File: src/rtl/platform_collider_pkg.sv
// Shared geometry constants, platform record type and level-1 reset layout
// for the platform collider and its table.
package platform_collider_pkg;

  localparam int COORD_W_DEF   = 16;
  localparam int MARIO_X_SIZE  = 16;
  localparam int MARIO_Y_SIZE  = 32;
  localparam int GND_HEIGHT    = 360;
  localparam int COLLIDER_TOL  = 4;
  localparam int NUM_INIT_PLAT = 5;

  typedef struct packed {
    logic        valid;
    logic [15:0] x;
    logic [15:0] y;
    logic [15:0] w;
    logic [15:0] h;
  } plat_t;

  localparam plat_t PLATFORM1 = '{valid: 1'b1, x: 16'd200,  y: 16'd260, w: 16'd100, h: 16'd20};
  localparam plat_t PLATFORM2 = '{valid: 1'b1, x: 16'd400,  y: 16'd200, w: 16'd80,  h: 16'd16};
  localparam plat_t PLATFORM3 = '{valid: 1'b1, x: 16'd640,  y: 16'd280, w: 16'd120, h: 16'd20};
  localparam plat_t PLATFORM4 = '{valid: 1'b1, x: 16'd900,  y: 16'd220, w: 16'd100, h: 16'd16};
  localparam plat_t PLATFORM5 = '{valid: 1'b1, x: 16'd1200, y: 16'd180, w: 16'd80,  h: 16'd16};

  localparam plat_t PLAT_INIT [NUM_INIT_PLAT] = '{PLATFORM1, PLATFORM2, PLATFORM3, PLATFORM4, PLATFORM5};

  typedef enum logic [1:0] {
    ST_IDLE = 2'd0,
    ST_SCAN = 2'd1,
    ST_DONE = 2'd2
  } state_e;

  // Reset content of table entry i; entries past the level layout start disabled.
  function automatic plat_t init_entry(input int i);
    logic [2:0] k;
    k = 3'(i);
    if (i < NUM_INIT_PLAT) begin
      init_entry = PLAT_INIT[k];
    end else begin
      init_entry = '0;
    end
  endfunction

endpackage

File: src/rtl/platform_collider_table.sv
// Platform register file: level-1 layout on reset, one write port and one
// combinational read port driven by the scan counter.
module platform_collider_table
  import platform_collider_pkg::*;
#(
  parameter int NUM_PLAT = 8,
  parameter int COORD_W  = COORD_W_DEF,
  parameter int IDX_W    = $clog2(NUM_PLAT)
) (
  input  logic               clk_i,
  input  logic               reset_i,
  input  logic               wr_en_i,
  input  logic [IDX_W-1:0]   wr_idx_i,
  input  logic               wr_valid_i,
  input  logic [COORD_W-1:0] wr_x_i,
  input  logic [COORD_W-1:0] wr_y_i,
  input  logic [COORD_W-1:0] wr_w_i,
  input  logic [COORD_W-1:0] wr_h_i,
  input  logic [IDX_W-1:0]   rd_idx_i,
  output logic               rd_valid_o,
  output logic [COORD_W-1:0] rd_x_o,
  output logic [COORD_W-1:0] rd_y_o,
  output logic [COORD_W-1:0] rd_w_o,
  output logic [COORD_W-1:0] rd_h_o
);

  logic               valid_a [NUM_PLAT];
  logic [COORD_W-1:0] x_a     [NUM_PLAT];
  logic [COORD_W-1:0] y_a     [NUM_PLAT];
  logic [COORD_W-1:0] w_a     [NUM_PLAT];
  logic [COORD_W-1:0] h_a     [NUM_PLAT];

  for (genvar g = 0; g < NUM_PLAT; g++) begin : g_ent
    localparam plat_t INIT_E = init_entry(g);
    logic               valid_q;
    logic [COORD_W-1:0] x_q, y_q, w_q, h_q;

    // Entry storage: reload layout on reset, else take a matching write.
    always_ff @(posedge clk_i) begin
      if (reset_i) begin
        valid_q <= INIT_E.valid;
        x_q     <= COORD_W'(INIT_E.x);
        y_q     <= COORD_W'(INIT_E.y);
        w_q     <= COORD_W'(INIT_E.w);
        h_q     <= COORD_W'(INIT_E.h);
      end else if (wr_en_i && (wr_idx_i == IDX_W'(g))) begin
        valid_q <= wr_valid_i;
        x_q     <= wr_x_i;
        y_q     <= wr_y_i;
        w_q     <= wr_w_i;
        h_q     <= wr_h_i;
      end
    end

    assign valid_a[g] = valid_q;
    assign x_a[g]     = x_q;
    assign y_a[g]     = y_q;
    assign w_a[g]     = w_q;
    assign h_a[g]     = h_q;
  end

  assign rd_valid_o = valid_a[rd_idx_i];
  assign rd_x_o     = x_a[rd_idx_i];
  assign rd_y_o     = y_a[rd_idx_i];
  assign rd_w_o     = w_a[rd_idx_i];
  assign rd_h_o     = h_a[rd_idx_i];

endmodule

File: src/rtl/platform_collider.sv
// Per-frame scan of the platform table against Mario's world-space box,
// reporting floor height, ceiling hit and wall contacts.
module platform_collider
  import platform_collider_pkg::*;
#(
  parameter int NUM_PLAT = 8,
  parameter int COORD_W  = COORD_W_DEF,
  parameter int TOL      = COLLIDER_TOL
) (
  input  logic                        clk_i,
  input  logic                        reset_i,
  input  logic                        frame_start_i,
  input  logic [COORD_W-1:0]          mario_x_i,
  input  logic [COORD_W-1:0]          mario_y_i,
  input  logic [COORD_W-1:0]          scroll_x_i,
  input  logic                        wr_en_i,
  input  logic [$clog2(NUM_PLAT)-1:0] wr_idx_i,
  input  logic                        wr_valid_i,
  input  logic [COORD_W-1:0]          wr_x_i,
  input  logic [COORD_W-1:0]          wr_y_i,
  input  logic [COORD_W-1:0]          wr_w_i,
  input  logic [COORD_W-1:0]          wr_h_i,
  output logic                        busy_o,
  output logic                        done_o,
  output logic                        overrun_o,
  output logic                        floor_hit_o,
  output logic [COORD_W-1:0]          floor_y_o,
  output logic [$clog2(NUM_PLAT)-1:0] floor_idx_o,
  output logic                        ceil_hit_o,
  output logic                        wall_left_o,
  output logic                        wall_right_o
);

  localparam int IDX_W = $clog2(NUM_PLAT);
  localparam int SW    = COORD_W + 1;
  localparam logic [SW-1:0]    MW_C     = SW'(MARIO_X_SIZE);
  localparam logic [SW-1:0]    MH_C     = SW'(MARIO_Y_SIZE);
  localparam logic [SW-1:0]    TOL_C    = SW'(TOL);
  localparam logic [SW-1:0]    GND_C    = SW'(GND_HEIGHT);
  localparam logic [IDX_W-1:0] LAST_IDX = IDX_W'(NUM_PLAT - 1);

  state_e state_q, state_d;
  logic load_s, scan_s, publish_s, busy_s;

  logic [IDX_W-1:0]   idx_q;
  logic [SW-1:0]      mx_q, my_q, best_q;
  logic [IDX_W-1:0]   fidx_acc_q;
  logic               fhit_acc_q, ceil_acc_q, wl_acc_q, wr_acc_q;
  logic               done_q, overrun_q, floor_hit_q, ceil_hit_q, wall_left_q, wall_right_q;
  logic [COORD_W-1:0] floor_y_q;
  logic [IDX_W-1:0]   floor_idx_q;

  logic               rd_valid_s;
  logic [COORD_W-1:0] rd_x_s, rd_y_s, rd_w_s, rd_h_s;
  logic [SW-1:0]      px_s, py_s, pw_s, ph_s;
  logic               hx_s, vy_s, floor_s, ceil_s, wl_s, wr_s;

  platform_collider_table #(.NUM_PLAT(NUM_PLAT), .COORD_W(COORD_W), .IDX_W(IDX_W)) u_table (
    .clk_i(clk_i), .reset_i(reset_i),
    .wr_en_i(wr_en_i), .wr_idx_i(wr_idx_i), .wr_valid_i(wr_valid_i),
    .wr_x_i(wr_x_i), .wr_y_i(wr_y_i), .wr_w_i(wr_w_i), .wr_h_i(wr_h_i),
    .rd_idx_i(idx_q), .rd_valid_o(rd_valid_s),
    .rd_x_o(rd_x_s), .rd_y_o(rd_y_s), .rd_w_o(rd_w_s), .rd_h_o(rd_h_s)
  );

  // FSM state register.
  always_ff @(posedge clk_i) begin
    if (reset_i) begin
      state_q <= ST_IDLE;
    end else begin
      state_q <= state_d;
    end
  end

  // FSM next-state logic.
  always_comb begin
    state_d = state_q;
    case (state_q)
      ST_IDLE: if (frame_start_i) state_d = ST_SCAN; else state_d = ST_IDLE;
      ST_SCAN: if (idx_q == LAST_IDX) state_d = ST_DONE; else state_d = ST_SCAN;
      ST_DONE: state_d = ST_IDLE;
      default: state_d = ST_IDLE;
    endcase
  end

  // FSM control outputs.
  always_comb begin
    load_s    = 1'b0;
    scan_s    = 1'b0;
    publish_s = 1'b0;
    busy_s    = 1'b0;
    case (state_q)
      ST_IDLE: load_s = frame_start_i;
      ST_SCAN: begin scan_s = 1'b1; busy_s = 1'b1; end
      ST_DONE: begin publish_s = 1'b1; busy_s = 1'b1; end
      default: busy_s = 1'b0;
    endcase
  end

  assign px_s = {1'b0, rd_x_s};
  assign py_s = {1'b0, rd_y_s};
  assign pw_s = {1'b0, rd_w_s};
  assign ph_s = {1'b0, rd_h_s};

  // Contact tests for the entry under the scan pointer.
  always_comb begin
    hx_s    = rd_valid_s && (mx_q < px_s + pw_s) && (mx_q + MW_C > px_s);
    vy_s    = rd_valid_s && (my_q < py_s + ph_s) && (my_q + MH_C > py_s);
    floor_s = hx_s && (py_s + TOL_C >= my_q + MH_C) && (py_s < best_q);
    ceil_s  = hx_s && (py_s + ph_s <= my_q) && (py_s + ph_s + TOL_C >= my_q);
    wr_s    = vy_s && (mx_q + MW_C >= px_s) && (mx_q + MW_C < px_s + TOL_C);
    wl_s    = vy_s && (mx_q <= px_s + pw_s) && (mx_q + TOL_C > px_s + pw_s);
  end

  // Scan datapath: latch Mario, accumulate contacts, publish on DONE.
  always_ff @(posedge clk_i) begin
    if (reset_i) begin
      idx_q        <= '0;
      mx_q         <= '0;
      my_q         <= '0;
      best_q       <= GND_C;
      fidx_acc_q   <= '0;
      fhit_acc_q   <= 1'b0;
      ceil_acc_q   <= 1'b0;
      wl_acc_q     <= 1'b0;
      wr_acc_q     <= 1'b0;
      done_q       <= 1'b0;
      overrun_q    <= 1'b0;
      floor_hit_q  <= 1'b0;
      floor_y_q    <= COORD_W'(GND_HEIGHT);
      floor_idx_q  <= '0;
      ceil_hit_q   <= 1'b0;
      wall_left_q  <= 1'b0;
      wall_right_q <= 1'b0;
    end else begin
      done_q    <= publish_s;
      overrun_q <= frame_start_i && busy_s;
      if (load_s) begin
        idx_q      <= '0;
        mx_q       <= SW'(mario_x_i) + SW'(scroll_x_i);
        my_q       <= SW'(mario_y_i);
        best_q     <= GND_C;
        fidx_acc_q <= '0;
        fhit_acc_q <= 1'b0;
        ceil_acc_q <= 1'b0;
        wl_acc_q   <= 1'b0;
        wr_acc_q   <= 1'b0;
      end else if (scan_s) begin
        idx_q <= idx_q + IDX_W'(1);
        if (floor_s) begin
          best_q     <= py_s;
          fidx_acc_q <= idx_q;
          fhit_acc_q <= 1'b1;
        end
        ceil_acc_q <= ceil_acc_q | ceil_s;
        wl_acc_q   <= wl_acc_q | wl_s;
        wr_acc_q   <= wr_acc_q | wr_s;
      end else if (publish_s) begin
        floor_hit_q  <= fhit_acc_q;
        floor_y_q    <= best_q[COORD_W-1:0];
        floor_idx_q  <= fidx_acc_q;
        ceil_hit_q   <= ceil_acc_q;
        wall_left_q  <= wl_acc_q;
        wall_right_q <= wr_acc_q;
      end
    end
  end

  assign busy_o       = busy_s;
  assign done_o       = done_q;
  assign overrun_o    = overrun_q;
  assign floor_hit_o  = floor_hit_q;
  assign floor_y_o    = floor_y_q;
  assign floor_idx_o  = floor_idx_q;
  assign ceil_hit_o   = ceil_hit_q;
  assign wall_left_o  = wall_left_q;
  assign wall_right_o = wall_right_q;

endmodule

File: config.mk
export PLATFORM = sky130hd
export DESIGN_NAME = platform_collider
export DESIGN_NICKNAME = d
export VERILOG_FILES = /design/src/rtl/platform_collider_pkg.sv /design/src/rtl/platform_collider_table.sv /design/src/rtl/platform_collider.sv
export SDC_FILE = /design/constraint.sdc
export NUM_CORES = 2
export LEC_CHECK = 0
export CAP_MARGIN = 0
export CORE_MARGIN = 2
export CORE_UTILIZATION = 55
export CTS_CLUSTER_DIAMETER = 120
export DETAILED_ROUTE_END_ITERATION = 7
export PLACE_DENSITY = 0.76
export RECOVER_POWER = 100
export SLEW_MARGIN = 20
export SYNTH_ARGS = -nofsm -noshare
export SYNTH_HDL_FRONTEND = slang
export SYNTH_SLANG_ARGS = --single-unit
File: constraint.sdc
create_clock -name clk_i -period 6.1 [get_ports clk_i]
set_clock_uncertainty 0.2 [all_clocks]
set_input_delay 0.915 -clock clk_i [delete_from_list [all_inputs] [get_ports clk_i]]
set_output_delay 0.915 -clock clk_i [all_outputs]
set_load 0.1 [all_outputs]
# Word-level counts from Yosys, hierarchy flattened
# Cells that the tools add are included.
# op_classes
n_reduce_logical	27
mux	22
magnitude_cmp	13
n_bitwise	6
addsub	10
n_eq_ne	10
# ops
op	count
$bmux W16 S3	4
$mux W16	8
$add A16 B16 Y17	3
$add A16 B3 Y17 const B	2
$add A17 B3 Y17 const B	2
$ge A17 B16 Y1	2
$gt A17 B16 Y1	2
$lt A17 B17 Y1	2
$logic_and A1 B1 Y1	21
$add A16 B6 Y17 const B	1
$add A17 B5 Y17 const B	1
$ge A17 B17 Y1	1
$gt A17 B17 Y1	1
$le A17 B16 Y1	1
$le A17 B17 Y1	1
$lt A16 B17 Y1	1
$lt A16 B16 Y1	1
$eq A3 B3 Y1 const B	5
$mux W1	7
$eq A3 B2 Y1 const B	2
$ge A4 B4 Y1 const B	1
$not A3 Y4	1
$pmux W2 S2	1
$reduce_or A2 Y1	2
other kinds (12)	15
# word_totals
out_inout_bits	26
reg_bits	606

# Logic depth before layout (Yosys ltp)
# logic_depth
ltp_word	11
depth_mapped	29

# Cells and area by module
# Synthesis repeated with hierarchy kept, for this count alone.
# hier_totals
cells_unflattened	3813
hier_area_um2	32000.7
# by_module_without_submodules
module	cells_per_inst	seq_area_each_um2	n_inst	area_each_um2
platform_collider_table	2566	10410.0	1	22171.3
platform_collider	1247	1721.7	1	9829.4

# Worst setup path before layout
# Ideal clock, no wire load.
# synth_path
path_kind	register to register
startpoint	register idx_q[1]
endpoint	register best_q[5]
t_required_ns	5.762
path_slack_ns	-0.121
path_stages_with_launch	29
arrival_ns	5.883
path_buffers	7
path_cell_list	dfxtp_1 > buf_2 > buf_2 > buf_2 > buf_2 > buf_2 > buf_2 > mux4_2 > mux2_2 > ha_1 > inv_1 > fa_1 > nor2b_1 > o21ai_0 > a21oi_1 > nor4_1 > o31ai_1 > o41ai_1 > o21a_1 > xor2_1 > ha_1 > a21o_1 > a21o_1 > a21oi_1 > o211ai_2 > or3b_4 > nor2_8 > buf_12 > a31oi_1
# synth_via
elab_chain_cells	11
elab_cells_between_ends	24
classes_between	2 x add/sub; 4 x order compare; 12 x mux; 1 x bitwise; 5 x reduce/logical
# synth_rtl
element	line	source
from (decl)	platform_collider.sv:45	logic [IDX_W-1:0] idx_q;
from (signal assigned)	platform_collider.sv:149	idx_q <= idx_q + IDX_W'(1);
$not A3 Y4 (implied by the code) *	-	
$bmux W16 S3, on equally long branches	platform_collider_table.sv:63, platform_collider_table.sv:65	
$mux W16, on equally long branches (2 in series)	platform_collider_table.sv:63, platform_collider_table.sv:65	
$add A16 B16 Y17	platform_collider.sv:107	hx_s = rd_valid_s && (mx_q < px_s + pw_s) && (mx_q + MW_C > px_s);
$lt A17 B17 Y1	platform_collider.sv:107	
$logic_and A1 B1 Y1 (2 in series)	platform_collider.sv:107	
$logic_and A1 B1 Y1 (2 in series)	platform_collider.sv:109	floor_s = hx_s && (py_s + TOL_C >= my_q + MH_C) && (py_s < best_q);
$reduce_and A2 Y1 (no source line)	-	
to (signal assigned)	platform_collider.sv:151	best_q <= py_s;
to (decl)	platform_collider.sv:46	logic [SW-1:0] mx_q, my_q, best_q;
# Every way passes the cells marked *; elsewhere a longest branch is shown, timed or not. The select of a mux whose other input is x is not followed.
# A chain may end at the register's enable or synchronous reset.

# Worst setup path after layout
# layout_path
startpoint	register idx_q[0]
endpoint	register best_q[15]
# The elaborated chain is that of the path after synthesis.

==> flow_metrics.tcl <==
set metrics [dict create \
    status "complete, but fails checks" \
    violations "max-capacitance violations, max-slew violations" \
    vias 27600 \
    gp_congestion 0.990 \
    drt-wirelength-per-cell_um 20.4 \
    swShare 0.270 \
    fp-row-count 88 \
    placedInstanceArea_mm2 0.0338 \
    met2_length_um 43000 \
    pre_cts_ws_ps 127 \
    dr.pass1.iters 5 \
    grt_max_degree 152 \
    globalRouteTotalUtil 0.308 \
    cts_root_buffer "clkbuf_16" \
    critPathRequiredTime_ps 6360 \
    whs_ps 251 \
    synthCells 3836 \
    worst_setup_path_start_kind "flip-flop" \
    drive_gt1_frac 0.0984 \
    drc 0 \
    dp_hpwl_um 57900 \
    yosysWarnings 0 \
    fillCellCount 4937 \
    clk_path_buf_depth 3 \
    top_layer_used "met4" \
    cts.htree.levels 2 \
    p_leak_nw 13.3 \
    async_flop_share 0 \
    synth_area_mm2 0.0321 \
    tns_ps 0 \
    power_mw 9.26 \
    cts_tree "built" \
    combinationalPowerShare 0.151 \
    core_area_mm2 0.0577 \
    p_sw_mw 2.50 \
    ios 146 \
    viasPerCell 5.96 \
    p_int_mw 6.76 \
    yosys-top-cells-count "1,193 x nand2_1, 606 x dfxtp_1, 571 x a21oi_1, 201 x ha_1, 159 x clkbuf_1" \
    grt_pass1_vias 26300 \
    synth_area_per_cell_um2 8.36 \
    antenna_found_initial 1 \
    worstHoldPathType "reg -> reg" \
    yosys-top-cells-area "dfxtp_1 38%, nand2_1 14%, mux4_2 9.0%" \
    cts_made_buffers 59 \
    max-slew-margin-rel -1.39 \
    clock_sinks 606 \
    hold_buffers 0 \
    maxSlewViolCount 829 \
    crit_arrival_ps 6090 \
    setup-violations-final 0 \
    powerDensity_mw_per_mm2 258 \
    synth_most_common_cell "nand2_1" \
    worstPathMaxFanout 17 \
    final_cell_area_mm2 0.0358 \
    critical_path_class "reg -> reg" \
    initial_utilization 0.556 \
    synth_top_area_frac 0.378 \
    min_period_ps 5830 \
    routed_wl_um 94400 \
    grt_overflow 0 \
    setup_ws_ps 267 \
    end_kind "flip-flop" \
    ant_nets 0 \
    synth_ff_type "dfxtp_1" \
    drtIter0Drc 2940 \
    grt_first_pass_wirelength_um 147000 \
    port-buffer-count 145 \
    synth_nets 4160 \
    insertion_delay_ps 660 \
    drv_cap 9 \
    final_nets 4143 \
    hold_viol_final 0 \
    dieArea_mm2 0.0602 \
    path_clk_slew_ps 60 \
    synth_area_leader_cell "dfxtp_1" \
    synth_cell_types 80 \
    wl_met1_um 39800 \
    tightest_slew_ps 3570 \
    finalCritPeriodShare 0.956 \
    met3WireLength_um 8720 \
    die_w_um 245 \
    clock_power_share 0.401 \
    vdd_drop_max_uv 232 \
    synthToLayoutAreaGrowth_pct 11.7 \
    rsz0062_at_grt "false" \
    fmax_ghz 0.171 \
    seq_area_frac_synth 0.378 \
    synth_enable_flop_cells 0 \
    dieHeight_um 245 \
    ys_seq_elements 606 \
    seq_power_share 0.447 \
]
cell usage in the layout (no fill, tap or decap), drive strengths merged, types with 28 or more instances in the layout:
cell type	count
a211oi	33
a21o	34
a21oi	572
buf	78
clkbuf	100
clkdlybuf4s50	116
dfxtp	606
dlygate4sd3	28
ha	201
inv	107
mux2	33
mux2i	35
mux4	130
nand2	1194
nand3	38
nand3b	67
nand4	28
nor2	74
o21ai	45
xnor2	67
xor2	32
critical path: stages, from the launching register on:
cell and delay (ps):
dfxtp_4 420, buf_4 190, mux4_2 500, mux2i_1 400
inv_1 90, ha_1 280, a21oi_1 200, o211ai_1 160
o311ai_0 480, a31oi_1 240, and4_1 260, o31ai_1 230
nand2b_1 100, xnor2_1 200, ha_1 280, a21o_1 160
a21oi_1 210, o211ai_2 200, or3b_4 470, nor2_8 250
a211oi_1 130
per-stage QoR:
step	std cells	util
after floorplan	3836	-
after global placement	4515	0.586
after detailed placement	4516	0.586
after CTS	4620	0.620
after global routing	4628	0.621
final	4628	0.621
power groups by stage:
| stage | Combinational, mW | Clock [mW] | Sequential (mW) |
|---|---|---|---|
| floorplan | 0.982 | 0 | 4.19 |
| global placement | 1.34 | 0 | 4.22 |
| CTS | 1.37 | 3.75 | 4.14 |
| detailed placement | 1.35 | 0 | 4.22 |
| global route | 1.54 | 3.91 | 4.15 |
| finish | 1.40 | 3.72 | 4.14 |
cells by family after synthesis:
kind of cell / after synthesis / share of synthesized area
simple gates: 1529 / 0.202
compound gates: 785 / 0.138
flops: 606 / 0.378
buf+inv: 415 / 0.0594
fa+ha+maj: 204 / 0.0803
mux: 198 / 0.114
xor+xnor: 99 / 0.0273
layout make-up:
cell class	instances	area [µm²]	share of cell area
antenna	1	2.50	0.0000698
clock buffer	91	1780	0.0496
clock inverter	13	191	0.00534
inverter	106	398	0.0111
multi-input combinational	2815	18200	0.507
sequential	606	12100	0.339
tap	765	957	0.0267
timing repair buffer	231	2200	0.0613
layer usage:
layer	GRT usage	vias up
li1	-	13000
met1	0.426	13000
met2	0.491	1350
met3	0.0479	204
met4	0.109	0
met5	0	-
worst paths after layout:
path / start / to / slack (ps) / cells past startpoint
min reg2reg: u_table.g_ent[5].h_q[15] / u_table.g_ent[5].h_q[15] / 250 / 2
max reg2reg: idx_q[0] / best_q[15] / 270 / 20
min: u_table.g_ent[5].h_q[15] / u_table.g_ent[5].h_q[15] / 250 / 2
max: idx_q[0] / best_q[15] / 270 / 20
sequential cells by signal, summed over array words and instances (netlist names), 3 cells and up:
name	flops
u_table.g_ent.x_q	128
best_q	16
floor_idx_o	3
u_table.g_ent.w_q	128
my_q	16
fidx_acc_q	3
u_table.g_ent.h_q	128
u_table.g_ent.valid_q	8
u_table.g_ent.y_q	128
floor_y_o	16
mx_q	17
idx_q	3
repair_timing:
item | CTS | global route
setup endpoints to repair | 0 | 20
buffers inserted | 0 | 6
resized for setup | 0 | 10
(Power assumes the default switching activity.)
